--- config.mk ---
export PLATFORM = sky130hd
export DESIGN_NAME = ring_rr_arbiter_flat
export DESIGN_NICKNAME = d
export VERILOG_FILES = /design/src/rtl/ring_rr_arbiter_if.sv /design/src/rtl/ring_rr_arbiter.sv /design/src/flat_wrapper.sv
export SDC_FILE = /design/constraint.sdc
export NUM_CORES = 1
export LEC_CHECK = 0
export CORE_MARGIN = 3
export CORE_UTILIZATION = 59
export CTS_BUF_LIST = sky130_fd_sc_hd__clkbuf_16
export CTS_CLUSTER_DIAMETER = 120
export DETAILED_ROUTE_END_ITERATION = 10
export PLACE_DENSITY_LB_ADDON = 0.15
export REMOVE_ABC_BUFFERS = 1
export SLEW_MARGIN = 20
export SYNTH_ARGS = -nofsm -noshare
export SYNTH_HDL_FRONTEND = slang
export SYNTH_SLANG_ARGS = --single-unit
--- constraint.sdc ---
create_clock -name clk -period 3.7 [get_ports clk]
set_input_delay 0.37 -clock clk [delete_from_list [all_inputs] [get_ports clk]]
set_output_delay 0.37 -clock clk [all_outputs]
set_load 0.01 [all_outputs]
--- src/rtl/ring_rr_arbiter_if.sv ---
// Request/grant bundle between the requesting units (master) and the arbiter (slave).
// The arbiter drives the select/enable side that feeds the shared datapath.
interface ring_rr_arbiter_if #(
    parameter int N = 4
);
    localparam int IDW = $clog2(N);

    logic           en;
    logic [N-1:0]   req;
    logic [N-1:0]   gnt;
    logic           gnt_valid;
    logic [IDW-1:0] gnt_id;
    logic [N-1:0]   ptr;
    logic           timeout;

    modport master (
        output en, req,
        input  gnt, gnt_valid, gnt_id, ptr, timeout
    );

    modport slave (
        input  en, req,
        output gnt, gnt_valid, gnt_id, ptr, timeout
    );
endinterface

--- src/rtl/ring_rr_arbiter.sv ---
// Round-robin arbiter with a one-hot rotating priority ring and a bounded grant hold time.
// Grants are registered, one-hot, and held until the owner drops its request or HOLD_MAX expires.
module ring_rr_arbiter #(
    parameter int N        = 4,
    parameter int HOLD_MAX = 8
) (
    input  logic              clk,
    input  logic              rst,
    ring_rr_arbiter_if.slave  bus
);
    localparam int IDW = $clog2(N);
    localparam int HW  = $clog2(HOLD_MAX) + 1;
    localparam logic [HW-1:0] HOLD_LAST = HW'(HOLD_MAX - 1);

    localparam logic [0:0] IDLE  = 1'b0;
    localparam logic [0:0] GRANT = 1'b1;

    logic [0:0]     state_q,    state_d;
    logic [N-1:0]   gnt_q,      gnt_d;
    logic [IDW-1:0] gntId_q,    gntId_d;
    logic           gntValid_q, gntValid_d;
    logic [N-1:0]   ptr_q,      ptr_d;
    logic [HW-1:0]  holdCnt_q,  holdCnt_d;
    logic           timeout_q,  timeout_d;

    logic [N-1:0]   relPtr;
    logic [N-1:0]   winIdle;
    logic [N-1:0]   winRel;
    logic           doRelease;
    logic           anyReq;

    // Circular first-set scan of r starting at the bit marked in the one-hot p.
    function automatic logic [N-1:0] pickWinner(input logic [N-1:0] p, input logic [N-1:0] r);
        int   start;
        int   idx;
        logic found;
        pickWinner = '0;
        start      = 0;
        found      = 1'b0;
        for (int i = 0; i < N; i++) begin
            if (p[i]) start = i;
        end
        for (int k = 0; k < N; k++) begin
            idx = start + k;
            if (idx >= N) idx = idx - N;
            if (!found && r[idx]) begin
                pickWinner[idx] = 1'b1;
                found           = 1'b1;
            end
        end
    endfunction

    function automatic logic [IDW-1:0] toIndex(input logic [N-1:0] v);
        toIndex = '0;
        for (int i = 0; i < N; i++) begin
            if (v[i]) toIndex = toIndex | IDW'(i);
        end
    endfunction

    // Releasing owner i hands top priority to i+1; rotating the grant itself gives that ring step.
    assign relPtr  = {gnt_q[N-2:0], gnt_q[N-1]};
    assign winIdle = pickWinner(ptr_q, bus.req);
    assign winRel  = pickWinner(relPtr, bus.req);
    assign anyReq  = |bus.req;

    always_comb begin
        state_d    = state_q;
        gnt_d      = gnt_q;
        gntId_d    = gntId_q;
        gntValid_d = gntValid_q;
        ptr_d      = ptr_q;
        holdCnt_d  = holdCnt_q;
        timeout_d  = 1'b0;
        doRelease  = 1'b0;

        case (state_q)
            IDLE: begin
                if (bus.en && anyReq) begin
                    gnt_d      = winIdle;
                    gntId_d    = toIndex(winIdle);
                    gntValid_d = 1'b1;
                    holdCnt_d  = '0;
                    state_d    = GRANT;
                end
            end
            GRANT: begin
                if (!(|(bus.req & gnt_q))) begin
                    doRelease = 1'b1;
                end else if (holdCnt_q == HOLD_LAST) begin
                    doRelease = 1'b1;
                    timeout_d = 1'b1;
                end else begin
                    holdCnt_d = holdCnt_q + HW'(1);
                end

                if (doRelease) begin
                    ptr_d     = relPtr;
                    holdCnt_d = '0;
                    if (bus.en && anyReq) begin
                        gnt_d      = winRel;
                        gntId_d    = toIndex(winRel);
                        gntValid_d = 1'b1;
                        state_d    = GRANT;
                    end else begin
                        gnt_d      = '0;
                        gntId_d    = '0;
                        gntValid_d = 1'b0;
                        state_d    = IDLE;
                    end
                end
            end
            default: state_d = IDLE;
        endcase
    end

    always_ff @(posedge clk) begin
        if (!rst) begin
            state_q    <= IDLE;
            gnt_q      <= '0;
            gntId_q    <= '0;
            gntValid_q <= 1'b0;
            ptr_q      <= N'(1);
            holdCnt_q  <= '0;
            timeout_q  <= 1'b0;
        end else begin
            state_q    <= state_d;
            gnt_q      <= gnt_d;
            gntId_q    <= gntId_d;
            gntValid_q <= gntValid_d;
            ptr_q      <= ptr_d;
            holdCnt_q  <= holdCnt_d;
            timeout_q  <= timeout_d;
        end
    end

    assign bus.gnt       = gnt_q;
    assign bus.gnt_id    = gntId_q;
    assign bus.gnt_valid = gntValid_q;
    assign bus.ptr       = ptr_q;
    assign bus.timeout   = timeout_q;
endmodule

--- src/flat_wrapper.sv ---
// flat-port wrapper written by rule: the top's interface ports become plain ports
module ring_rr_arbiter_flat 
#(
    parameter int N        = 4,
    parameter int HOLD_MAX = 8
)
  (clk, rst, bus_en, bus_req, bus_gnt, bus_gnt_valid, bus_gnt_id, bus_ptr, bus_timeout);
  ring_rr_arbiter_if #(.N(N)) bus_i ();
  input  logic clk;
  input  logic rst;
  input wire logic [$bits(bus_i.en)-1:0] bus_en;
  input wire logic [$bits(bus_i.req)-1:0] bus_req;
  output wire logic [$bits(bus_i.gnt)-1:0] bus_gnt;
  output wire logic [$bits(bus_i.gnt_valid)-1:0] bus_gnt_valid;
  output wire logic [$bits(bus_i.gnt_id)-1:0] bus_gnt_id;
  output wire logic [$bits(bus_i.ptr)-1:0] bus_ptr;
  output wire logic [$bits(bus_i.timeout)-1:0] bus_timeout;
  assign bus_i.en = bus_en;
  assign bus_i.req = bus_req;
  assign bus_gnt = bus_i.gnt;
  assign bus_gnt_valid = bus_i.gnt_valid;
  assign bus_gnt_id = bus_i.gnt_id;
  assign bus_ptr = bus_i.ptr;
  assign bus_timeout = bus_i.timeout;
  ring_rr_arbiter #(.N(N), .HOLD_MAX(HOLD_MAX)) u_core (.clk(clk), .rst(rst), .bus(bus_i));
endmodule
==> results of run 1 <==
[how the worst max path moves through the flow]
stage | from | end | slack (ps) | cells past startpoint
floorplan | u_core.bus.ptr[1] | u_core.bus.gnt_id[1] | 1240 | 10
global placement | bus_req[0] | u_core.bus.gnt_id[1] | 930 | 8
detailed placement | bus_req[0] | u_core.bus.gnt_id[1] | 840 | 8
CTS | u_core.bus.ptr[1] | u_core.bus.gnt_id[1] | 930 | 10
global route | u_core.bus.ptr[1] | u_core.bus.gnt[0] | 690 | 10
finish | u_core.bus.ptr[1] | u_core.bus.gnt_id[1] | 890 | 10
[kinds of logic (layout without fill, tap and decap cells)]
| family | after synthesis | after routing | synth area share, % |
|---|---|---|---|
| simple gates | 73 | 73 | 25.8 |
| compound gates | 66 | 66 | 33.6 |
| buf+inv | 20 | 31 | 5.85 |
| flops | 17 | 17 | 23.1 |
| fa+ha+maj | 9 | 9 | 7.63 |
| mux | 6 | 6 | 4.07 |
[sequential cells by signal (all words and copies together) (netlist names)]
| signal | flops |
|---|---|
| u_core.bus.timeout | 1 |
| u_core.bus.gnt | 4 |
| u_core.holdCnt_q | 4 |
| u_core.state_q | 1 |
| u_core.bus.ptr | 4 |
| u_core.bus.gnt_id | 2 |
| u_core.bus.gnt_valid | 1 |
[final cells by class]
class	instances	area (um^2)
Tap cell	28	35.0
Timing Repair Buffer	18	180
Fill cell	176	576
Clock inverter	1	7.51
Sequential cell	17	340
Multi-Input combinational cell	154	1050
Inverter	9	33.8
Clock buffer	3	75.1
[power by group through the flow]
stage / Sequential (mW) / Combinational, mW / Clock [mW]
2_1_floorplan: 0.225 / 0.126 / 0
3_3_place_gp: 0.224 / 0.191 / 0
3_5_place_dp: 0.225 / 0.197 / 0
4_1_cts: 0.222 / 0.201 / 0.218
5_1_grt: 0.226 / 0.223 / 0.227
6_report: 0.223 / 0.206 / 0.218
[routing by layer]
| metal | up-vias | GRT usage [%] | share of wire [%] |
|---|---|---|---|
| met5 | - | 0 | 0 |
| met4 | 0 | 8.47 | 2.5 |
| met3 | 13 | 4.41 | 7.8 |
| met2 | 90 | 43.9 | 48 |
| met1 | 738 | 35.1 | 42 |
| li1 | 731 | - | - |
[layout by cell type (no fill, tap or decap), drive strengths merged, types with 3 or more instances in the layout]
cell,instances
a211oi,5
a21oi,14
a22oi,7
a31oi,6
clkbuf,3
clkdlybuf4s50,18
dfxtp,17
ha,9
inv,9
mux2i,6
nand2,21
nand2b,3
nand3,4
nor2,16
nor2b,10
nor3,6
o211ai,4
o21ai,12
or2,3
[worst max-delay path: cells and delay by family, from the launching register on]
family | cells | cell delay (ps)
simple gates | 3 | 780
fa+ha+maj | 1 | 360
compound gates | 6 | 1220
flops | 1 | 370
==> flow_summary.html, run 1 <==
<table>
<tr><th>Metric</th><th>Value</th></tr>
<tr><th colspan="2">Run status</th></tr>
<tr><td>Status</td><td>finished with violations</td></tr>
<tr><td>Violations in the final reports</td><td>design-rule violations</td></tr>
<tr><th colspan="2">Critical path</th></tr>
<tr><td>R2R Setup Slk</td><td>890 ps</td></tr>
<tr><td>Reg2reg start</td><td>u_core.bus.ptr[1]</td></tr>
<tr><td>Worst-path cell chain</td><td>nor2b_2, or2_1, ha_1, nand2b_1, a211o_1, a21oi_2, a22oi_1, a31oi_1, a211oi_2, o221ai_2</td></tr>
<tr><td>Worst-case reg-to-reg path depth</td><td>10</td></tr>
<tr><td>Slowest stage cell on the critical path</td><td>sky130_fd_sc_hd__dfxtp_1</td></tr>
<tr><td>Worst setup path category</td><td>flop to flop</td></tr>
<tr><td>Data arrival at the endpoint of the critical path</td><td>2980 ps</td></tr>
<tr><td>CP endpoint kind</td><td>flop</td></tr>
<tr><td>CP peak stage delay</td><td>370 ps</td></tr>
<tr><td>Endpoint of the most critical register-to-register path</td><td>u_core.bus.gnt_id[1]</td></tr>
<tr><td>Category of the worst setup path launch point</td><td>flop</td></tr>
<tr><td>Required arrival time at the worst endpoint</td><td>3880 ps</td></tr>
<tr><td>Crit Path Max Fanout</td><td>7</td></tr>
<tr><th colspan="2">Power</th></tr>
<tr><td>Sw Ratio</td><td>33.6%</td></tr>
<tr><td>Total power</td><td>0.647 mW</td></tr>
<tr><td>Peak ir drop on the vdd network</td><td>0.000273 V</td></tr>
<tr><td>Register share of total power</td><td>34.4%</td></tr>
<tr><td>Fraction of power consumed by the clock network</td><td>33.7%</td></tr>
<tr><td>Comb pwr share</td><td>31.9%</td></tr>
<tr><td>Net load switching power</td><td>0.217 mW</td></tr>
<tr><td>Cell internal power dissipation</td><td>0.430 mW</td></tr>
<tr><td>Leakage Power</td><td>0.643 nW</td></tr>
<tr><td>Power density of the placed cells</td><td>376 nW/um^2</td></tr>
<tr><th colspan="2">Timing</th></tr>
<tr><td>Fin Setup TNS</td><td>0 ps</td></tr>
<tr><td>Max-slew violation count</td><td>0</td></tr>
<tr><td>Slew HR</td><td>56.1%</td></tr>
<tr><td>Minimum hold slack</td><td>485 ps</td></tr>
<tr><td>Clock period minus worst slack</td><td>2810 ps</td></tr>
<tr><td>Final Worst Setup Slack</td><td>894 ps</td></tr>
<tr><td>Period utilization</td><td>75.8%</td></tr>
<tr><td>RSZ-0062 raised after global routing</td><td>false</td></tr>
<tr><td>Layout Skew</td><td>4.70 ps</td></tr>
<tr><td>Highest attainable clock frequency</td><td>356 MHz</td></tr>
<tr><td>Number of setup violations in the final report</td><td>0</td></tr>
<tr><td>Tightest Pin Transition</td><td>656 ps</td></tr>
<tr><td>Final hold vios</td><td>0</td></tr>
<tr><th colspan="2">Synthesis</th></tr>
<tr><td>Area leader, netlist</td><td>sky130_fd_sc_hd__dfxtp_1</td></tr>
<tr><td>Fraction of synthesized cell area taken by the top area cell type</td><td>23.1%</td></tr>
<tr><td>Most frequently used cell type in the post-synthesis netlist</td><td>sky130_fd_sc_hd__nand2_1</td></tr>
<tr><td>Part of the Yosys area used for sequential elements</td><td>23.1%</td></tr>
<tr><td>Total standard cell area after synthesis</td><td>1480 um^2</td></tr>
<tr><td>Count of state elements after synthesis</td><td>17</td></tr>
<tr><td>Synth top cells by count</td><td>18 x sky130_fd_sc_hd__nand2_1, 17 x sky130_fd_sc_hd__dfxtp_1, 15 x sky130_fd_sc_hd__nor2_1, 12 x sky130_fd_sc_hd__a21oi_1</td></tr>
<tr><td>Number of flops mapped to enable cells by yosys</td><td>0</td></tr>
<tr><td>Most common flop cell mapped by yosys</td><td>sky130_fd_sc_hd__dfxtp_1</td></tr>
<tr><td>Leading cell types by total area after synthesis</td><td>sky130_fd_sc_hd__dfxtp_1 23%, sky130_fd_sc_hd__ha_1 7.6%, sky130_fd_sc_hd__nand2_1 4.6%, sky130_fd_sc_hd__a21oi_1 4.1%, sky130_fd_sc_hd__mux2i_1 4.1%</td></tr>
<tr><td>Mean instance size in the synthesized netlist</td><td>7.73 um^2</td></tr>
<tr><td>Number of distinct library cells after synthesis</td><td>52</td></tr>
<tr><td>Yosys Warn Count</td><td>0</td></tr>
<tr><td>Post-synthesis instance total</td><td>191</td></tr>
<tr><td>Share of synthesized registers carrying an async set or reset</td><td>0%</td></tr>
<tr><th colspan="2">Cells and area</th></tr>
<tr><td>Ratio of cells with drive above 1 in the final layout</td><td>9.41%</td></tr>
<tr><td>Post-layout nets</td><td>219</td></tr>
<tr><td>Final design area excluding fillers</td><td>1720 um^2</td></tr>
<tr><td>Antenna diode count</td><td>0</td></tr>
<tr><td>Area added between synthesis and finish</td><td>16.6%</td></tr>
<tr><td>Final core utilization</td><td>74.9%</td></tr>
<tr><td>Final Non-Filler Cells</td><td>230</td></tr>
<tr><th colspan="2">Clock tree</th></tr>
<tr><td>Number of CTS-inserted buffers</td><td>3</td></tr>
<tr><td>Hold buffers post-CTS</td><td>0</td></tr>
<tr><td>CTS tree</td><td>done</td></tr>
<tr><td>Post CTS Setup Buffer Count</td><td>0</td></tr>
<tr><td>Insertion delay to the later sink of the worst-skew pair</td><td>250 ps</td></tr>
<tr><td>H-Tree Depth</td><td>1</td></tr>
<tr><td>Library cell used as clock root buffer</td><td>sky130_fd_sc_hd__clkbuf_16</td></tr>
<tr><td>Buffer depth of the longest clock path</td><td>2</td></tr>
<tr><td>TritonCTS sink count</td><td>17</td></tr>
<tr><td>Clock slew seen by the registers of the worst setup and hold paths</td><td>50 ps</td></tr>
<tr><td>Resized cells post-CTS</td><td>0</td></tr>
<tr><th colspan="2">Worst hold path</th></tr>
<tr><td>Hold wc startpoint</td><td>u_core.bus.ptr[0]</td></tr>
<tr><td>Worst min-delay path endpoint</td><td>u_core.bus.ptr[0]</td></tr>
<tr><td>Cell depth of the worst min-delay path</td><td>2</td></tr>
<tr><td>Worst min path class</td><td>flop to flop</td></tr>
<tr><th colspan="2">GRT</th></tr>
<tr><td>Global-route wire length before repair</td><td>6.79 mm</td></tr>
<tr><td>Global route total overflow</td><td>0</td></tr>
<tr><td>Vias in the first global route</td><td>1445</td></tr>
<tr><td>Overall fraction of global-route tracks in use</td><td>26.6%</td></tr>
<tr><td>Maximum number of pins on one net before global-route repair</td><td>19</td></tr>
<tr><td>Antenna violations before repair</td><td>0</td></tr>
<tr><th colspan="2">Floorplanning</th></tr>
<tr><td>Floorplan die area</td><td>3140 um^2</td></tr>
<tr><td>X dimension of the die</td><td>56.0 um</td></tr>
<tr><td>Die height</td><td>56.0 um</td></tr>
<tr><td>Number of placement rows</td><td>17</td></tr>
<tr><td>Number of top-level pins</td><td>19</td></tr>
<tr><td>Initial Utilization</td><td>64.3%</td></tr>
<tr><td>Area of the core</td><td>2300 um^2</td></tr>
<tr><th colspan="2">Routing</th></tr>
<tr><td>Antenna violation net count after detailed routing</td><td>0</td></tr>
<tr><td>Average via count per standard cell</td><td>6.83</td></tr>
<tr><td>DRT iter0 DRCs</td><td>107</td></tr>
<tr><td>Wire length reported by the detailed router</td><td>4.08 mm</td></tr>
<tr><td>Number of design rule violations left after detail routing</td><td>2</td></tr>
<tr><td>Routed via count</td><td>1572</td></tr>
<tr><td>Pre-antenna DRT Iters</td><td>8</td></tr>
<tr><td>Average routed wire per standard cell</td><td>17.7 um</td></tr>
<tr><th colspan="2">Run</th></tr>
<tr><td>Max-cap violation count</td><td>0</td></tr>
<tr><th colspan="2">Place</th></tr>
<tr><td>Inst Count DP</td><td>226</td></tr>
<tr><td>GP Congestion</td><td>0.903</td></tr>
<tr><td>Worst setup slack after placement</td><td>838 ps</td></tr>
<tr><td>Area after detailed placement</td><td>1640 um^2</td></tr>
<tr><td>I/O Buffers</td><td>18</td></tr>
<tr><td>HPWL reported at the end of detailed placement</td><td>2.74 mm</td></tr>
</table>
(Power assumes the default switching activity.)
==> run 2, diff against run 1 <==
Settings changed: CORE_UTILIZATION 59 to 50.
Clock period 3.7 ns to 2.29 ns, I/O delays scaled along.
==> run 2 against run 1 <==
Net effect:
- the flow now finishes without violations
- global-route usage shrank 2.4 points
- die area rose by 16%
- critical path depth unchanged
- non-clock buffer count rose by 27
- combinational power up 99%
- maximum frequency is 26% higher
==> flow_summary.html, run 2 (same netlist as run 1, synthesis figures left out) <==
<table>
<tr><th>Metric</th><th>Value</th></tr>
<tr><th colspan="2">Critical path</th></tr>
<tr><td>Category of the worst setup path launch point</td><td>flop</td></tr>
<tr><td>Required arrival time at the worst endpoint</td><td>2470 ps (-1410 ps)</td></tr>
<tr><td>CP endpoint kind</td><td>flop</td></tr>
<tr><td>Worst setup path category</td><td>flop to flop</td></tr>
<tr><td>Data arrival at the endpoint of the critical path</td><td>2410 ps (-570 ps)</td></tr>
<tr><td>Crit Path Max Fanout</td><td>6 (-1)</td></tr>
<tr><th colspan="2">Place</th></tr>
<tr><td>Area after detailed placement</td><td>1840 um^2 (+12%)</td></tr>
<tr><td>GP Congestion</td><td>0.925 (+2.4%)</td></tr>
<tr><td>I/O Buffers</td><td>18 (unchanged)</td></tr>
<tr><td>HPWL reported at the end of detailed placement</td><td>2.98 mm (+8.5%)</td></tr>
<tr><td>Worst setup slack after placement</td><td>-99.6 ps (-938 ps)</td></tr>
<tr><th colspan="2">Floorplanning</th></tr>
<tr><td>X dimension of the die</td><td>60.3 um (+7.7%)</td></tr>
<tr><td>Number of top-level pins</td><td>19 (unchanged)</td></tr>
<tr><td>Floorplan die area</td><td>3640 um^2 (+16%)</td></tr>
<tr><td>Number of placement rows</td><td>19 (+2)</td></tr>
<tr><td>Area of the core</td><td>2780 um^2 (+21%)</td></tr>
<tr><td>Initial Utilization</td><td>53.1% (-11 points)</td></tr>
<tr><td>Die height</td><td>60.3 um (+7.7%)</td></tr>
<tr><th colspan="2">Cells and area</th></tr>
<tr><td>Most frequent standard cell in the layout excluding fill and tap cells</td><td>sky130_fd_sc_hd__buf_4</td></tr>
<tr><td>Area added between synthesis and finish</td><td>34.7%</td></tr>
<tr><td>Top library cells by usage in the layout, fill and taps aside</td><td>27 x sky130_fd_sc_hd__buf_4, 18 x sky130_fd_sc_hd__nand2_1, 18 x sky130_fd_sc_hd__clkdlybuf4s50_1</td></tr>
<tr><td>Final design area excluding fillers</td><td>1990 um^2 (+15%)</td></tr>
<tr><td>Antenna diode count</td><td>0 (unchanged)</td></tr>
<tr><td>Ratio of cells with drive above 1 in the final layout</td><td>24.0% (+15 points)</td></tr>
<tr><td>Post-layout nets</td><td>246 (+12%)</td></tr>
<tr><th colspan="2">Run</th></tr>
<tr><td>Max-cap violation count</td><td>0 (unchanged)</td></tr>
<tr><th colspan="2">Power</th></tr>
<tr><td>Leakage Power</td><td>0.800 nW (+24%)</td></tr>
<tr><td>Total power</td><td>1.12 mW (+73%)</td></tr>
<tr><td>Power density of the placed cells</td><td>563 nW/um^2 (+50%)</td></tr>
<tr><td>Peak ir drop on the vdd network</td><td>0.000557 V (+100%)</td></tr>
<tr><th colspan="2">GRT</th></tr>
<tr><td>Overall fraction of global-route tracks in use</td><td>24.2% (-2.4 points)</td></tr>
<tr><td>Vias in the first global route</td><td>1474 (+2.0%)</td></tr>
<tr><td>Met3 global-route usage</td><td>3.19% (-1.2 points)</td></tr>
<tr><td>Busiest grt layer</td><td>met2</td></tr>
<tr><td>Global-route wire length before repair</td><td>6.79 mm (unchanged)</td></tr>
<tr><td>Global route total overflow</td><td>0 (unchanged)</td></tr>
<tr><td>Met1 usage in global routing</td><td>32.5% (-2.6 points)</td></tr>
<tr><td>Met2 track demand over resource</td><td>40.1% (-3.8 points)</td></tr>
<tr><td>Antenna violations before repair</td><td>0 (unchanged)</td></tr>
<tr><td>Maximum number of pins on one net before global-route repair</td><td>17 (-2)</td></tr>
<tr><th colspan="2">Timing</th></tr>
<tr><td>Max-slew violation count</td><td>0 (unchanged)</td></tr>
<tr><td>Period utilization</td><td>97.6% (+22 points)</td></tr>
<tr><td>Slew HR</td><td>63.8% (+7.7 points)</td></tr>
<tr><td>Clock period minus worst slack</td><td>2240 ps (-571 ps)</td></tr>
<tr><td>RSZ-0062 raised after global routing</td><td>true</td></tr>
<tr><td>Fin Setup TNS</td><td>0 ps (unchanged)</td></tr>
<tr><td>Layout Skew</td><td>2.27 ps (-2.43 ps)</td></tr>
<tr><td>Minimum hold slack</td><td>478 ps (-6.91 ps)</td></tr>
<tr><td>Highest attainable clock frequency</td><td>447 MHz (+26%)</td></tr>
<tr><td>Tightest Pin Transition</td><td>542 ps (-114 ps)</td></tr>
<tr><td>Final hold vios</td><td>0 (unchanged)</td></tr>
<tr><td>Number of setup violations in the final report</td><td>0 (unchanged)</td></tr>
<tr><td>Final Worst Setup Slack</td><td>54.5 ps (-839 ps)</td></tr>
<tr><th colspan="2">Worst hold path</th></tr>
<tr><td>Worst min path class</td><td>flop to flop</td></tr>
<tr><th colspan="2">Routing</th></tr>
<tr><td>Average routed wire per standard cell</td><td>16.3 um (-8.2%)</td></tr>
<tr><td>Wire length reported by the detailed router</td><td>4.23 mm (+3.7%)</td></tr>
<tr><td>DRT iter0 DRCs</td><td>129 (+21%)</td></tr>
<tr><td>Pre-antenna DRT Iters</td><td>4 (-4)</td></tr>
<tr><td>Average via count per standard cell</td><td>6.16 (-9.9%)</td></tr>
<tr><td>Number of design rule violations left after detail routing</td><td>0 (-2)</td></tr>
<tr><td>Antenna violation net count after detailed routing</td><td>0 (unchanged)</td></tr>
<tr><td>Routed via count</td><td>1601 (+1.8%)</td></tr>
<tr><th colspan="2">Clock tree</th></tr>
<tr><td>Buffer depth of the longest clock path</td><td>2 (unchanged)</td></tr>
<tr><td>CTS tree</td><td>done</td></tr>
<tr><td>Library cell used as clock root buffer</td><td>sky130_fd_sc_hd__clkbuf_16</td></tr>
<tr><td>Insertion delay to the later sink of the worst-skew pair</td><td>250 ps (about the same)</td></tr>
<tr><td>TritonCTS sink count</td><td>17 (unchanged)</td></tr>
<tr><td>Clock slew seen by the registers of the worst setup and hold paths</td><td>50 ps (about the same)</td></tr>
<tr><td>H-Tree Depth</td><td>1 (unchanged)</td></tr>
<tr><td>Number of CTS-inserted buffers</td><td>3 (unchanged)</td></tr>
<tr><th colspan="2">Run status</th></tr>
<tr><td>Status</td><td>completed</td></tr>
</table>
run 2: power by group:
group,internal (mW),switching (mW)
clock,0.234,0.118
combinational,0.196,0.215
sequential,0.318,0.0379
run 2: worst paths after layout:
kind                     startpoint                end  slack, ps  cells after the start
setup reg to reg  u_core.bus.ptr[1]  u_core.bus.gnt[2]         50                     10
hold / removal    u_core.bus.ptr[0]  u_core.bus.ptr[0]        480                      2
setup / recovery  u_core.bus.ptr[1]  u_core.bus.gnt[2]         50                     10
hold reg to reg   u_core.bus.ptr[0]  u_core.bus.ptr[0]        480                      2
run 2: critical path, cell delays in order, from the launching register on:
cell and delay [ps]:
sky130_fd_sc_hd__dfxtp_2 310, sky130_fd_sc_hd__nor2b_4 120, sky130_fd_sc_hd__or2_4 240, sky130_fd_sc_hd__ha_4 270, sky130_fd_sc_hd__nand2b_4 140, sky130_fd_sc_hd__a211o_1 290
sky130_fd_sc_hd__a21oi_2 200, sky130_fd_sc_hd__a22oi_1 120, sky130_fd_sc_hd__a31oi_1 250, sky130_fd_sc_hd__a211oi_2 80, sky130_fd_sc_hd__a21oi_1 140
run 2: layout make-up:
cell class	instances	area (um^2)
multi-input cells	154	1110
inverters	9	33.8
well taps	31	38.8
clock buffers	3	75.1
clock inverters	1	5.00
flip-flops and latches	17	342
fillers	215	793
repair buffers	45	383
run 2: through the flow:
stage | util (%) | cells
6_report | 71.5 | 260
5_1_grt | 71.5 | 260
4_1_cts | 69.8 | 259
3_5_place_dp | 66.1 | 255
3_3_place_gp | 66.1 | 255
2_1_floorplan | - | 180
run 2: repair_timing:
item | 4_1_cts | 5_1_grt
hold endpoints to repair | 0 | 0
hold buffers | 0 | 0
gates resized for setup | 4 | 9
endpoints found under the setup margin | 6 | 6
cloned | 0 | 0
setup buffers | 0 | 1
pin swaps | 6 | 3
run 2: per-layer routing:
layer | vias to the layer above | routed length [um]
met2 | 74 | 1970
li1 | 780 | -
met3 | 11 | 337
met5 | - | 0
met4 | 0 | 80
met1 | 736 | 1840
